[config.mk]
export PLATFORM = sky130hd
export DESIGN_NAME = r2_otf_convert
export DESIGN_NICKNAME = d
export VERILOG_FILES = /design/src/rtl/r2_otf_convert_pkg.sv /design/src/rtl/r2_otf_step.sv /design/src/rtl/r2_otf_convert.sv
export SDC_FILE = /design/constraint.sdc
export NUM_CORES = 1
export LEC_CHECK = 0
export ABC_AREA = 1
export ABC_CLOCK_PERIOD_IN_PS = 1600
export BUFFER_PORTS_ARGS = -buffer_cell sky130_fd_sc_hd__clkbuf_2
export CAP_MARGIN = 5
export CORE_ASPECT_RATIO = 0.5
export CORE_UTILIZATION = 51
export DETAILED_ROUTE_END_ITERATION = 12
export PLACE_DENSITY = 0.75
export SYNTH_ARGS = -nofsm -noshare
export SYNTH_HDL_FRONTEND = slang
export SYNTH_SLANG_ARGS = --single-unit
[constraint.sdc]
create_clock -name clk -period 1.6 [get_ports clk]
set_clock_uncertainty 0.2 [all_clocks]
set_input_delay 0.24 -clock clk [delete_from_list [all_inputs] [get_ports clk]]
set_output_delay 0.24 -clock clk [all_outputs]
set_load 0.02 [all_outputs]
[src/rtl/r2_otf_convert_pkg.sv]
// rtl/r2_otf_convert_pkg.sv - shared digit encodings, state type and sizing helper for the radix-2 on-the-fly converter
package r2_otf_convert_pkg;

    localparam logic [1:0] DIG_POS  = 2'b01;
    localparam logic [1:0] DIG_ZERO = 2'b00;
    localparam logic [1:0] DIG_NEG  = 2'b11;
    localparam logic [1:0] DIG_ILL  = 2'b10;

    typedef enum logic [1:0] {
        S_IDLE = 2'd0,
        S_SKIP = 2'd1,
        S_CONV = 2'd2,
        S_DONE = 2'd3
    } state_t;

    // The counter must hold every accepted-digit count up to DELTA+WIDTH.
    function automatic int cnt_width(input int delta, input int width);
        return $clog2(delta + width + 1);
    endfunction

endpackage

[src/rtl/r2_otf_step.sv]
// rtl/r2_otf_step.sv - one combinational on-the-fly conversion step for Q/QM
module r2_otf_step
    import r2_otf_convert_pkg::*;
#(
    parameter int W = 9
) (
    input  logic [W-1:0] q,
    input  logic [W-1:0] qm,
    input  logic [1:0]   digit,
    output logic [W-1:0] q_nxt,
    output logic [W-1:0] qm_nxt
);

    // Append the digit to Q and QM; the illegal code falls through to the zero case.
    always_comb begin
        q_nxt  = {q[W-2:0], 1'b0};
        qm_nxt = {qm[W-2:0], 1'b1};
        case (digit)
            DIG_POS: begin
                q_nxt  = {q[W-2:0], 1'b1};
                qm_nxt = {q[W-2:0], 1'b0};
            end
            DIG_NEG: begin
                q_nxt  = {qm[W-2:0], 1'b1};
                qm_nxt = {qm[W-2:0], 1'b0};
            end
            default: begin
                q_nxt  = {q[W-2:0], 1'b0};
                qm_nxt = {qm[W-2:0], 1'b1};
            end
        endcase
    end

endmodule

[src/rtl/r2_otf_convert.sv]
// rtl/r2_otf_convert.sv - converts an online signed-digit stream to a two's-complement result
module r2_otf_convert
    import r2_otf_convert_pkg::*;
#(
    parameter int WIDTH = 8,
    parameter int DELTA = 3
) (
    input  logic             clk,
    input  logic             rst,
    input  logic             start,
    input  logic             in_valid,
    input  logic [1:0]       in_digit,
    output logic             in_ready,
    output logic             out_valid,
    input  logic             out_ready,
    output logic [WIDTH:0]   out_value,
    output logic             err
);

    localparam int CW          = cnt_width(DELTA, WIDTH);
    localparam int SKIP_LAST_I = (DELTA > 0) ? DELTA - 1 : 0;
    localparam int CONV_LAST_I = DELTA + WIDTH - 1;
    localparam logic [CW-1:0] SKIP_LAST = CW'(SKIP_LAST_I);
    localparam logic [CW-1:0] CONV_LAST = CW'(CONV_LAST_I);

    state_t        state;
    state_t        state_nxt;
    logic [CW-1:0] cnt;
    logic [WIDTH:0] q;
    logic [WIDTH:0] qm;
    logic [WIDTH:0] q_nxt;
    logic [WIDTH:0] qm_nxt;
    logic          accept;

    assign accept    = in_valid & in_ready;
    assign out_value = q;

    r2_otf_step #(
        .W (WIDTH + 1)
    ) u_step (
        .q      (q),
        .qm     (qm),
        .digit  (in_digit),
        .q_nxt  (q_nxt),
        .qm_nxt (qm_nxt)
    );

    // State register.
    always_ff @(posedge clk or posedge rst) begin
        if (rst) begin
            state <= S_IDLE;
        end else begin
            state <= state_nxt;
        end
    end

    // Next-state: leading digits are skipped, then WIDTH digits are converted.
    always_comb begin
        state_nxt = state;
        case (state)
            S_IDLE: if (start) state_nxt = (DELTA == 0) ? S_CONV : S_SKIP;
            S_SKIP: if (accept && cnt == SKIP_LAST) state_nxt = S_CONV;
            S_CONV: if (accept && cnt == CONV_LAST) state_nxt = S_DONE;
            S_DONE: if (out_ready) state_nxt = S_IDLE;
            default: state_nxt = S_IDLE;
        endcase
    end

    // Handshake outputs decoded from the state alone.
    always_comb begin
        in_ready  = 1'b0;
        out_valid = 1'b0;
        case (state)
            S_SKIP:  in_ready  = 1'b1;
            S_CONV:  in_ready  = 1'b1;
            S_DONE:  out_valid = 1'b1;
            default: begin
                in_ready  = 1'b0;
                out_valid = 1'b0;
            end
        endcase
    end

    // Digit counter, Q/QM accumulators and sticky error; stalls leave everything untouched.
    always_ff @(posedge clk or posedge rst) begin
        if (rst) begin
            cnt <= '0;
            q   <= '0;
            qm  <= '1;
            err <= 1'b0;
        end else if (state == S_IDLE && start) begin
            cnt <= '0;
            q   <= '0;
            qm  <= '1;
            err <= 1'b0;
        end else if (accept) begin
            cnt <= cnt + 1'b1;
            if (in_digit == DIG_ILL) begin
                err <= 1'b1;
            end
            if (state == S_CONV) begin
                q  <= q_nxt;
                qm <= qm_nxt;
            end
        end
    end

endmodule
==> results of run 1 <==
cell type report:
type                       instances  area, um^2  area share
clock inverter                     1        30.0      0.0171
inverter                          30         125      0.0711
timing repair buffer              30         218       0.124
tap                               35        43.8      0.0249
sequential                        24         611       0.347
clock buffer                       3        41.3      0.0235
multi-input combinational        128         692       0.393
worst max-delay path, delay by kind of cell, from the launching register on:
kind | cells | cell delay, ps
flip-flops | 1 | 410
buffers and inverters | 3 | 330
adder cells (fa/ha/maj) | 1 | 210
kinds of logic (layout without fill, tap and decap cells):
group	count (synthesis)	count (layout)	share of synthesized area
simple gates	98	98	0.297
buf+inv	34	64	0.112
flops	24	24	0.440
compound gates	23	23	0.0884
fa+ha+maj	7	7	0.0631
registers in the layout, summed over array words and instances, names as in the netlist:
signal     flops
state          2
qm             8
err            1
out_value      9
cnt            4
what timing repair did:
action                                  CTS  global route
endpoints found under the setup margin    5            23
hold endpoints to repair                 16             0
setup buffers                             2             1
hold buffers                              1             0
pin swaps                                 3             2
gates resized for setup                  11            14
per-layer routing:
layer | part of all wire | vias to the layer above
met2 | 0.52 | 32
met5 | 0 | -
li1 | - | 626
met1 | 0.42 | 553
met4 | 0.0070 | 0
met3 | 0.051 | 2
synthesized netlist by cell type:
library cell  instances  area [um^2]
o21ai_2               1         8.76
nand3_1               4         20.0
inv_2                 1         3.75
a31oi_1               1         6.26
nor3_1                1         5.00
buf_6                 2         22.5
a211oi_1              1         7.51
buf_2                 1         5.00
o21ai_1               6         30.0
o21ai_0              12         60.1
dfrtp_1              16          400
nor2_4                1         11.3
ha_1                  7         87.6
a21oi_1               2         10.0
nor2_1                9         33.8
clkinv_4              1         8.76
nand2_2               4         25.0
inv_1                27          101
or2_2                 2         12.5
buf_4                 1         7.51
inv_4                 1         6.26
nand2_4               2         22.5
nand2_1              75          282
dfstp_2               8          210
power by group:
part	switching (W)	internal (W)
Sequential	0.000163	0.000876
Combinational	0.00106	0.000793
Clock	0.000204	0.000335
stage by stage:
stage	power, W	TNS, ps	setup slack (ps)	hold WS [ps]	util
2_1_floorplan	0.00211	-56.7	-8.54	48.7	-
3_3_place_gp	0.00248	0	27.2	77.7	0.660
3_5_place_dp	0.00254	-33.1	-20.9	87.3	0.660
4_1_cts	0.00324	-76.2	-76.2	46.2	0.715
5_1_grt	0.00367	-581	-101	82.8	0.737
6_report	0.00343	-77.9	-61.0	53.1	0.737
worst max path at each step:
stage / startpoint / endpoint / slack (ps) / cells after the start
finish: state[1]$_DFFE_PP0P_ / in_ready / -60 / 4
global placement: state[0]$_DFFE_PP0P_ / state[1]$_DFFE_PP0P_ / 30 / 7
global route: state[1]$_DFFE_PP0P_ / in_ready / -100 / 4
detailed placement: state[0]$_DFFE_PP0P_ / state[1]$_DFFE_PP0P_ / -20 / 7
CTS: state[0]$_DFFE_PP0P_ / in_ready / -80 / 4
floorplan: state[0]$_DFFE_PP0P_ / qm[2]$_DFFE_PP1P_ / -9 / 10
==> impl_metrics.yaml, run 1 <==
worst_hold_path:
  hold_start: "in_digit[0]"
  hold_depth: 3
  hold_end: "out_value[0]$_DFFE_PP0P_"
  hp-class: "primary input to flop"
drt:
  vias_per_cell: 4.83
  drt-initial-drc-count: 115
  ant_nets: 0
  totalWireLength_mm: 3.00
  drc_errors: 0
  dr_total_vias: 1213
  wl_per_cell_um: 11.9
  dr.pass1.iters: 4
power_and_ir_drop:
  vdd.ir_drop.worst_v: 0.00129
  power_density_nw_per_um2: 1950
  leakagePower_nw: 0.972
floorplanning:
  pin_count: 19
  initial_utilization: 0.581
  die_w_um: 75.8
  core_um2: 2390
  dieArea_um2: 2950
  rows: 12
  die_height_um: 38.9
place:
  place_area_um2: 1580
  place_inst: 243
  hpwl_mm: 1.93
  port_buffers: 18
  gp_congestion: 0.850
logic_synthesis:
  synth_nets: 200
  seq_area_frac_synth: 0.440
  ys_types: 24
  syn_area_um2: 1390
  synth_cells: 186
  synth-seq-cells: 24
  avgSynthCellArea_um2: 7.46
  yosysWarnings: 0
critical_path:
  path_class: "flop to output pin"
  critPathMaxStageDelay_ps: 410
  crit_path_end_kind: "output pin"
  rr_endpoint: "out_value[5]$_DFFE_PP0P_"
  reg2reg_depth: 9
  worstReg2RegStart: "state[0]$_DFFE_PP0P_"
  worstPathArrival_ps: 1220
  startpoint_type: "flop"
  cp_max_fo: 3
  rrSetupSlack_ps: -20
  required_ps: 1160
  path_cells: "inv_2 -> ha_4 -> buf_6 -> buf_8"
  cp_slowest_cell: "dfrtp_1"
final_layout:
  antenna_cells: 0
  final_net_count: 231
  drive_gt1_frac: 0.306
  final_common_cell: "nand2_1"
  syn2layout_area_growth_pct: 26.9
  design_area_um2: 1760
  final_cell_mix: "nand2_1 (73), inv_1 (24), dfrtp_1 (16), clkbuf_2 (16), o21ai_0 (10)"
  num-fill-cells: 178
  instances_no_fill: 251
clock_network:
  cts_sinks: 24
  numCtsBuffers: 3
  cts_root_buf: "clkbuf_8"
  h-tree-depth: 1
  cts_buffer_depth: 2
  tritoncts: "yes"
  clk_pin_slew_worst_paths_ps: 90
  clkLatencyLatePin_ps: 270
global_route:
  grt_overflow: 0
  grt_util_all_layers: 0.225
  use_met2: 0.418
  grt_pass1_vias: 1095
  grt-busiest-layer: "met2"
  grt_pass1_wl_mm: 4.67
  met1_usage: 0.251
  antenna_found_initial: 0
  grtUsageMet3: 0.0651
  grt_max_degree: 25
timing:
  max_freq_mhz: 602
  final.min_clock_period_ps: 1660
  finalCritPeriodShare: 1.04
  setup_ws_ps: -61.0
  max_slew_margin: 0.793
  drv_slew: 0
  setup_viol: 2
  tightestPinTransition_ps: 310
  hold_viol: 0
  rsz0062_at_grt: "yes"
run:
  drv_cap: 0
run_status:
  status: "finished with violations"
  violations: "setup timing"
Power figures use the tool's default switching activity.
==> run 2: changes to the inputs <==
--- a/config.mk
+++ b/config.mk
@@ -5,14 +5,13 @@
 export SDC_FILE = /design/constraint.sdc
 export NUM_CORES = 1
 export LEC_CHECK = 0
-export ABC_AREA = 1
 export ABC_CLOCK_PERIOD_IN_PS = 1600
 export BUFFER_PORTS_ARGS = -buffer_cell sky130_fd_sc_hd__clkbuf_2
 export CAP_MARGIN = 5
 export CORE_ASPECT_RATIO = 0.5
-export CORE_UTILIZATION = 51
+export CORE_UTILIZATION = 50
 export DETAILED_ROUTE_END_ITERATION = 12
-export PLACE_DENSITY = 0.75
+export PLACE_DENSITY = 0.74
 export SYNTH_ARGS = -nofsm -noshare
 export SYNTH_HDL_FRONTEND = slang
 export SYNTH_SLANG_ARGS = --single-unit
==> constraint.sdc (replaced) <==
create_clock -name clk -period 1.6 [get_ports clk]
set_clock_uncertainty 0.2 [all_clocks]
set_input_delay 0.24 -clock clk [delete_from_list [all_inputs] [get_ports clk]]
set_output_delay 0.24 -clock clk [all_outputs]
set_load 0.01 [all_outputs]
==> run 2 against run 1 <==
Against the previous run:
- the flow still finishes with violations (setup timing)
- sequential share of layout area shrank 0.75 points
- area after synthesis shrank 6.4%
- combinational power grew 16%
- critical path depth grew 3
- fmax shrank 6.8%
- worst hold slack gained 20 ps
- power grew 9.8%
- sequential power grew 5%
- critical path type is now flop to flop
- critical endpoint is now out_value[2]$_DFFE_PP0P_
- largest cell class unchanged
==> impl_metrics.yaml, run 2 <==
timing:
  setup_viol: 24
  hold_viol: 0
  final.min_clock_period_ps: 1780
  tns_ps: -2720
  drv_slew: 0
  rsz0062_at_grt: "yes"
  finalCritPeriodShare: 1.11
  tightestPinTransition_ps: 310
  max_freq_mhz: 561
  setup_ws_ps: -182
  max_slew_margin: 0.793
drt:
  vias_per_cell: 5.33
  ant_nets: 0
  wl_per_cell_um: 15.0
  dr.pass1.iters: 4
  totalWireLength_mm: 2.98
  dr_total_vias: 1060
  drc_errors: 0
  drt-initial-drc-count: 56
critical_path:
  worstPathArrival_ps: 1780
  required_ps: 1590
  path_class: "flop to flop"
  rrSetupSlack_ps: -180
  path_cells: "inv_2 -> ha_4 -> and2_1 -> buf_4 -> a21oi_4 -> buf_12 -> o2bb2ai_1"
  cp_max_fo: 8
  startpoint_type: "flop"
  critPathMaxStageDelay_ps: 410
  crit_path_end_kind: "flop"
  cp_slowest_cell: "dfrtp_1"
global_route:
  antenna_found_initial: 0
  grt_max_degree: 25
  grt_overflow: 0
  grt_pass1_wl_mm: 4.84
  grt_pass1_vias: 1061
  grt_util_all_layers: 0.239
final_layout:
  final_cell_mix: "buf_4 (28), mux2i_1 (17), dfrtp_1 (16), clkbuf_2 (16), nor2_1 (14)"
  drive_gt1_frac: 0.476
  design_area_um2: 1800
  final_common_cell: "buf_4"
  instances_no_fill: 199
  largest_register_ffs: 9
  syn2layout_area_growth_pct: 38.5
  antenna_cells: 0
  final_net_count: 179
power_and_ir_drop:
  vdd.ir_drop.worst_v: 0.000964
  total_power_w: 0.00376
  power_density_nw_per_um2: 2090
  leakagePower_nw: 0.905
floorplanning:
  core_um2: 2330
  initial_utilization: 0.558
  rows: 12
  pin_count: 19
  die_height_um: 38.0
  dieArea_um2: 2820
  die_w_um: 74.1
logic_synthesis:
  synthTopCellsByCount: "mux2i_1 (17), dfrtp_1 (16), nor2_1 (15)"
  syn_area_um2: 1300
  ys_types: 29
  seq_area_frac_synth: 0.470
  synth_cells: 115
  avgSynthCellArea_um2: 11.3
  synth-edff-count: 0
  ys_async_sr_fraction: 1.00
  yosysMostFrequentCell: "mux2i_1"
  yosys-top-cells-area: "dfrtp_1 (31%), dfstp_2 (16%), mux2i_1 (13%), ha_1 (6.7%), o2bb2ai_1 (5.4%)"
  ys.flop_type: "dfrtp_1"
  netlist.area_leader.share: 0.308
  yosysWarnings: 0
  synth-seq-cells: 24
  synth_top_cell_by_area: "dfrtp_1"
  synth_nets: 129
run_status:
  status: "finished with violations"
  violations: "setup timing"
clock_network:
  clk_pin_slew_worst_paths_ps: 90
  cts_root_buf: "clkbuf_8"
  h-tree-depth: 1
  numCtsBuffers: 3
  tritoncts: "yes"
  clkLatencyLatePin_ps: 270
  cts_buffer_depth: 2
  cts_sinks: 24
place:
  place_inst: 187
  hpwl_mm: 2.03
  gp_congestion: 0.788
  place_area_um2: 1590
  place_ws_ps: -212
  port_buffers: 18
run:
  drv_cap: 0
worst_hold_path:
  hp-class: "primary input to flop"
## run 2: critical path, delay by kind of cell, from the launching register on
family	cells	cell delay (ps)
simple gates	1	180
flops	1	410
fa+ha+maj	1	230
compound gates	2	270
buf+inv	3	410
## run 2: cells by family after synthesis
group	share of synthesized area
multiplexers	0.157
buffers and inverters	0.0337
AO/OA/AOI/OAI	0.141
XOR/XNOR	0.0135
AND/OR/NAND/NOR	0.118
flip-flops	0.470
adder cells (fa/ha/maj)	0.0674
## run 2: per-stage QoR
stage	hold slack (ps)	utilization
6_report	72.9	0.773
5_1_grt	81.6	0.773
4_1_cts	74.9	0.755
3_5_place_dp	89.0	0.684
3_3_place_gp	78.0	0.684
2_1_floorplan	48.7	-
## run 2: timing repair
item / 4_1_cts / 5_1_grt
pin swaps: 8 / 4
endpoints found under the setup margin: 23 / 25
buffers inserted: 5 / 2
gates resized for setup: 7 / 8
hold endpoints to repair: 16 / 0
hold buffers: 1 / 0
cloned: 0 / 0
## run 2: metal layers
| metal | share of wire | vias to the layer above | global-route usage |
|---|---|---|---|
| li1 | - | 508 | - |
| met1 | 0.47 | 528 | 0.293 |
| met2 | 0.50 | 20 | 0.448 |
| met3 | 0.026 | 4 | 0.0474 |
| met4 | 0.0040 | 0 | 0.0481 |
| met5 | 0 | - | 0 |
## run 2: worst paths after layout
check                                               from                  endpoint  cells after the start
min in group asynchronous                            rst      state[1]$_DFFE_PP0P_                      4
worst max-delay path                state[0]$_DFFE_PP0P_  out_value[2]$_DFFE_PP0P_                      7
worst min-delay path                         in_digit[0]  out_value[0]$_DFFE_PP0P_                      3
worst max register to register      state[0]$_DFFE_PP0P_  out_value[2]$_DFFE_PP0P_                      7
max in group asynchronous                            rst         qm[2]$_DFFE_PP1P_                      4
worst min register to register  out_value[8]$_DFFE_PP0P_  out_value[8]$_DFFE_PP0P_                      1
## run 2: report_power, final
group / switching (W) / internal [W] / total, W
registers: 0.000202 / 0.000886 / 0.00109
logic: 0.000971 / 0.00118 / 0.00215
clock network: 0.000196 / 0.000334 / 0.000530
## run 2: cell type report
| type | count | area, um^2 |
|---|---|---|
| Clock inverter | 1 | 30.0 |
| Fill cell | 156 | 528 |
| Tap cell | 35 | 43.8 |
| Multi-Input combinational cell | 82 | 707 |
| Clock buffer | 3 | 41.3 |
| Timing Repair Buffer | 49 | 348 |
| Sequential cell | 24 | 611 |
| Inverter | 5 | 18.8 |
